`src/rtl/cic_integrator_decimator.sv`:
```
// cic_integrator_decimator: N cascaded integrators with R:1 down-sampling; optional phase sync via CIC_INTEG_PHASE_SYNC_EN
module cic_integrator_decimator #(
  parameter int N = 3,
  parameter int R = 4,
  parameter int D = 1,
  parameter int PRECISION = 12,
  localparam int OUT_WIDTH = PRECISION + N * $clog2(R * D),
  localparam int PW = $clog2(R)
) (
  input  logic                        clk,
  input  logic                        rst,
  input  logic                        in_valid,
  input  logic signed [PRECISION-1:0] x,
  output logic                        out_valid,
  output logic signed [OUT_WIDTH-1:0] y,
  output logic        [PW-1:0]        phase
`ifdef CIC_INTEG_PHASE_SYNC_EN
  ,
  input  logic                        sync
`endif
);
  logic signed [OUT_WIDTH-1:0] integ [N];
  logic signed [OUT_WIDTH-1:0] sum [N];
  logic signed [OUT_WIDTH-1:0] xe;
  logic last, s;
`ifdef CIC_INTEG_PHASE_SYNC_EN
  assign s = sync;
`else
  assign s = 1'b0;
`endif
  assign xe = {{(OUT_WIDTH - PRECISION){x[PRECISION-1]}}, x};
  assign last = phase == PW'(R - 1);
  // each stage adds the registered value of its predecessor, so the chain is fully pipelined
  always_comb begin
    sum[0] = integ[0] + xe;
    for (int k = 1; k < N; k++) sum[k] = integ[k] + integ[k-1];
  end
  always_ff @(posedge clk or posedge rst) begin
    if (rst) begin
      integ <= '{default: '0};
      phase <= '0;
      y <= '0;
      out_valid <= 1'b0;
    end else begin
      out_valid <= in_valid && last && !s;
      phase <= s ? '0 : in_valid ? (last ? '0 : phase + 1'b1) : phase;
      if (in_valid) integ <= sum;
      if (in_valid && last && !s) y <= sum[N-1];
    end
  end
endmodule

```
`config.mk`:
```
export PLATFORM = sky130hd
export DESIGN_NAME = cic_integrator_decimator
export DESIGN_NICKNAME = d
export VERILOG_FILES = /design/src/rtl/cic_integrator_decimator.sv
export SDC_FILE = /design/constraint.sdc
export NUM_CORES = 1
export LEC_CHECK = 0
export BUFFER_PORTS_ARGS = -buffer_cell sky130_fd_sc_hd__buf_2
export CAP_MARGIN = 10
export CORE_MARGIN = 8
export CORE_UTILIZATION = 35
export DETAILED_ROUTE_END_ITERATION = 7
export PLACE_DENSITY_LB_ADDON = 0.3
export SLEW_MARGIN = 10
export SYNTH_ARGS = -nofsm -noshare
export SYNTH_HDL_FRONTEND = slang
export SYNTH_SLANG_ARGS = --single-unit
```
`constraint.sdc`:
```
create_clock -name clk -period 2.2 [get_ports clk]
set_input_delay 0 -clock clk [delete_from_list [all_inputs] [get_ports clk]]
set_output_delay 0 -clock clk [all_outputs]
set_load 0.005 [all_outputs]
```
Word level (Yosys, flattened, before mapping)
Cells that the tools add are included. Widths: inputs -> output; s select.

Word-level logic and storage cells: 13. Register bits after elaboration: 75.

$add $sub $neg: 4. Reduce and logical (&&, ||, !) cells: 1. Eq/ne operators: 1. Muxes and demuxes: 1.

Operator list (count): $add 18x18->18 (2); $add 18x12->18 (1); $add 2x1->2 const B (1); $eq 2x2->1 const B (1); $mux 2 (1); $logic_and 1x1->1 (1).

Logic depth before layout (Yosys ltp)
Depth after elaboration: 2. Gate-level depth with buffers: 10. Gate-level depth less buffers: 10.

Worst setup path after synthesis
OpenSTA, ideal clock, no wires.

Kind: register to register. Start point: reg integ[23] (netlist name). End point: reg y[14]. Arrival time: 2.250 ns. Buffers on the path: 0. Period minus slack after synthesis: 2.319 ns. Setup slack: -0.119 ns. Setup time: 0.069 ns. Cell stages (with the launch flop): 9. Cells stage by stage: dfrtp_1 -> ha_1 -> a21o_1 -> a21o_1 -> a211oi_2 -> a21oi_1 -> o31a_4 -> or4_1 -> nand3_1.

Cells in the longest elaborated chain, start to end: 1.

Ends and longest elaborated chain: from (decl) (line 22) `logic signed [OUT_WIDTH-1:0] integ [N];`; from (signal assigned) (line 47) `if (in_valid) integ <= sum;`; $add 18x18->18 (line 36) `for (int k = 1; k < N; k++) sum[k] = integ[k] + integ[k-1];`; to (signal assigned) (line 48) `if (in_valid && last && !s) y <= sum[N-1];`; to (decl) (line 15) `output logic signed [OUT_WIDTH-1:0] y,`.

No other way between the ends. A chain may end at the register's enable or synchronous reset.

Worst setup path in the final report
Start point: reg integ[18] (netlist name). End point: reg integ[30] (netlist name).

Cells in the longest elaborated chain, start to end: 1.

Ends and longest elaborated chain (line): $add 18x18->18 (36).

No other way between the ends.

==> reports/results.ini <==
[status]
status = finished, violations left
violations = negative setup slack

[floorplanning]
initial_core_util = 0.357
die_h_um = 140
row_count = 45
ios = 36
die_w_um = 140
dieArea_mm2 = 0.0197
core_area_mm2 = 0.0151

[placed_design]
place_ws_ns = -0.326
gp_congestion = 0.896
portBuffers = 35
dp_hpwl_um = 10200

[yosys]
ys_async_sr_fraction = 1.00
yosysUniqueCellTypes = 57
synth_edf_count = 0
ys.flop_type = dfrtp_1
synth-seq-area-share = 0.347
yosysTopAreaCellShare = 0.347
synth_area_leaders = dfrtp_1, ha_1, mux2_2
yosysTopAreaCell = dfrtp_1
syn-num-nets = 635
syn_area_mm2 = 0.00541
synthCells = 565
ys_warn_count = 0
avgSynthCellArea_um2 = 9.58
ys_seq_elements = 75

[global_routing]
grt_util_all_layers = 0.146
grt_pass1_vias = 4915
grt_max_degree = 45
antenna_found_initial = 0
grt_pass1_wl_um = 23700
grt-ovfl-total = 0

[flow_run]
max_cap_violations = 0

[sta]
worst_pin_slew_ns = 0.529
hold_violations = 0
grt_setup_unrepaired = true
fin_crit_sh = 1.17
fin_ws_ns = -0.372
max_slew_margin = 0.647
post-route-min-period_ns = 2.57
setup_viol = 28
max_freq_ghz = 0.389
fin_hold_ws_ns = 0.0621
clock_skew_ns = 0.00887
slew_viol_final = 0

[critical_path]
reg2reg_depth = 11
crit_arrival_ns = 2.80
r2r_end = integ[30]
timing.rr.start = integ[18]
crit_type = reg -> reg
rrSetupSlack_ns = -0.37
worst-path-max-fanout = 3
cp-start-kind = flip-flop
worstSetupEndpointType = flip-flop
cp.required_ns = 2.43

[clocking]
cts_buffers = 9
h-tree-depth = 3
clk-insertion-delay-late_ns = 0.34
clock-sinks = 75
clkTransAtPathRegs_ns = 0.06
clockBufferDepth = 2
cts_tree = built
cts_root_buffer = clkbuf_16

[hold_path]
hold_path.startpoint = x[0]
hold_path_class = in -> reg
hold_end = integ[36]
hold_depth = 3

[route]
dr.pass1.iters = 4
drt_iter0_drc = 233
drc_errors = 0
drt-total-wl_um = 14900
route.vias.total = 4809
ant_nets = 0
vias_per_cell = 5.36
wl_per_cell_um = 16.5

[finish]
diodes = 0
drive_gt1_frac = 0.438
nNetsFinal = 775
area_growth_pct = 42.5

==> timing repair <==
item	4_1_cts	5_1_grt
hold buffers	1	0
buffers inserted	13	13
pin swaps	34	57
endpoints found under the setup margin	33	42
hold endpoints to repair	23	0
resized for setup	61	89
==> sequential cells by signal, indices dropped and copies added (netlist names) <==
signal and count:
integ 54, out_valid 1, phase 2, y 18
==> cells in the mapped netlist, types with 10 or more instances <==
cell type,instances
a21o_1,16
xnor2_1,29
nand2_1,53
a21oi_1,45
mux2_2,46
nor2_1,35
inv_1,20
o21a_1,10
o21ai_0,18
clkbuf_1,12
ha_1,52
nand3_1,15
dfrtp_1,75
==> critical path, stage by stage, from the launching register on <==
cell	delay, ns
dfrtp_1	0.40
ha_2	0.23
inv_2	0.04
fa_2	0.36
nor2b_4	0.14
o211ai_1	0.14
a31oi_1	0.31
a311o_1	0.27
buf_4	0.14
a21oi_2	0.05
xnor2_1	0.13
mux2_4	0.26
==> worst max path at each step <==
| stage | from | to |
|---|---|---|
| finish | integ[18] | integ[30] |
| global route | integ[18] | integ[30] |
| CTS | integ[18] | y[14] |
| detailed placement | integ[36] | integ[34] |
| global placement | integ[36] | integ[34] |
| floorplan | integ[36] | integ[34] |
==> placed cells by master (no fill, tap or decap), types with 10 or more instances in the layout <==
master,netlist,layout
o21a_1,10,10
a21oi_1,45,24
ha_4,0,16
buf_4,0,96
buf_6,0,13
mux2_2,46,33
a21o_1,16,16
inv_1,20,16
nand2_1,53,50
mux2_4,0,13
dfrtp_1,75,72
buf_2,0,35
a21oi_2,0,19
xnor2_1,29,27
nand3_1,15,12
nor2_1,35,28
ha_1,52,34
==> metrics by stage <==
| stage | cell area, um^2 | instances | utilization | setup TNS, ns |
|---|---|---|---|---|
| after floorplan | 5460 | 565 | - | -0.114 |
| after global placement | 6470 | 859 | 0.427 | -2.50 |
| after detailed placement | 6470 | 859 | 0.427 | -3.88 |
| after CTS | 7240 | 888 | 0.478 | -2.00 |
| after global routing | 7710 | 898 | 0.509 | -5.49 |
| final | 7710 | 898 | 0.509 | -2.41 |
==> area by class of cell <==
class                           count  area [um^2]
Multi-Input combinational cell    451         4100
Tap cell                          188          235
Sequential cell                    75         1880
Fill cell                        1307         7430
Timing Repair Buffer              146         1070
Clock inverter                      5          100
Inverter                           22         82.6
Clock buffer                       11          243
==> logic make-up after synthesis <==
kind of cell               synth area share
AOI/OAI and AO/OA                     0.191
xor gates and xnor gates             0.0615
adders and majority gates             0.131
buffers and inverters                0.0270
DFF                                   0.347
muxes                                0.0994
and+or+nand+nor                       0.143
==> per-layer routing <==
layer / track usage / up-vias / part of all wire / routed length, um
met5: 0 / - / 0 / 0
met4: 0.0537 / 0 / 0.017 / 249
met3: 0.0319 / 21 / 0.031 / 461
met2: 0.235 / 80 / 0.48 / 7150
li1: - / 2378 / - / -
met1: 0.187 / 2330 / 0.47 / 6990
Power is left out: the tool's default activity adds up to more than one toggle a clock period on the data nets, which glitch-free logic cannot reach.
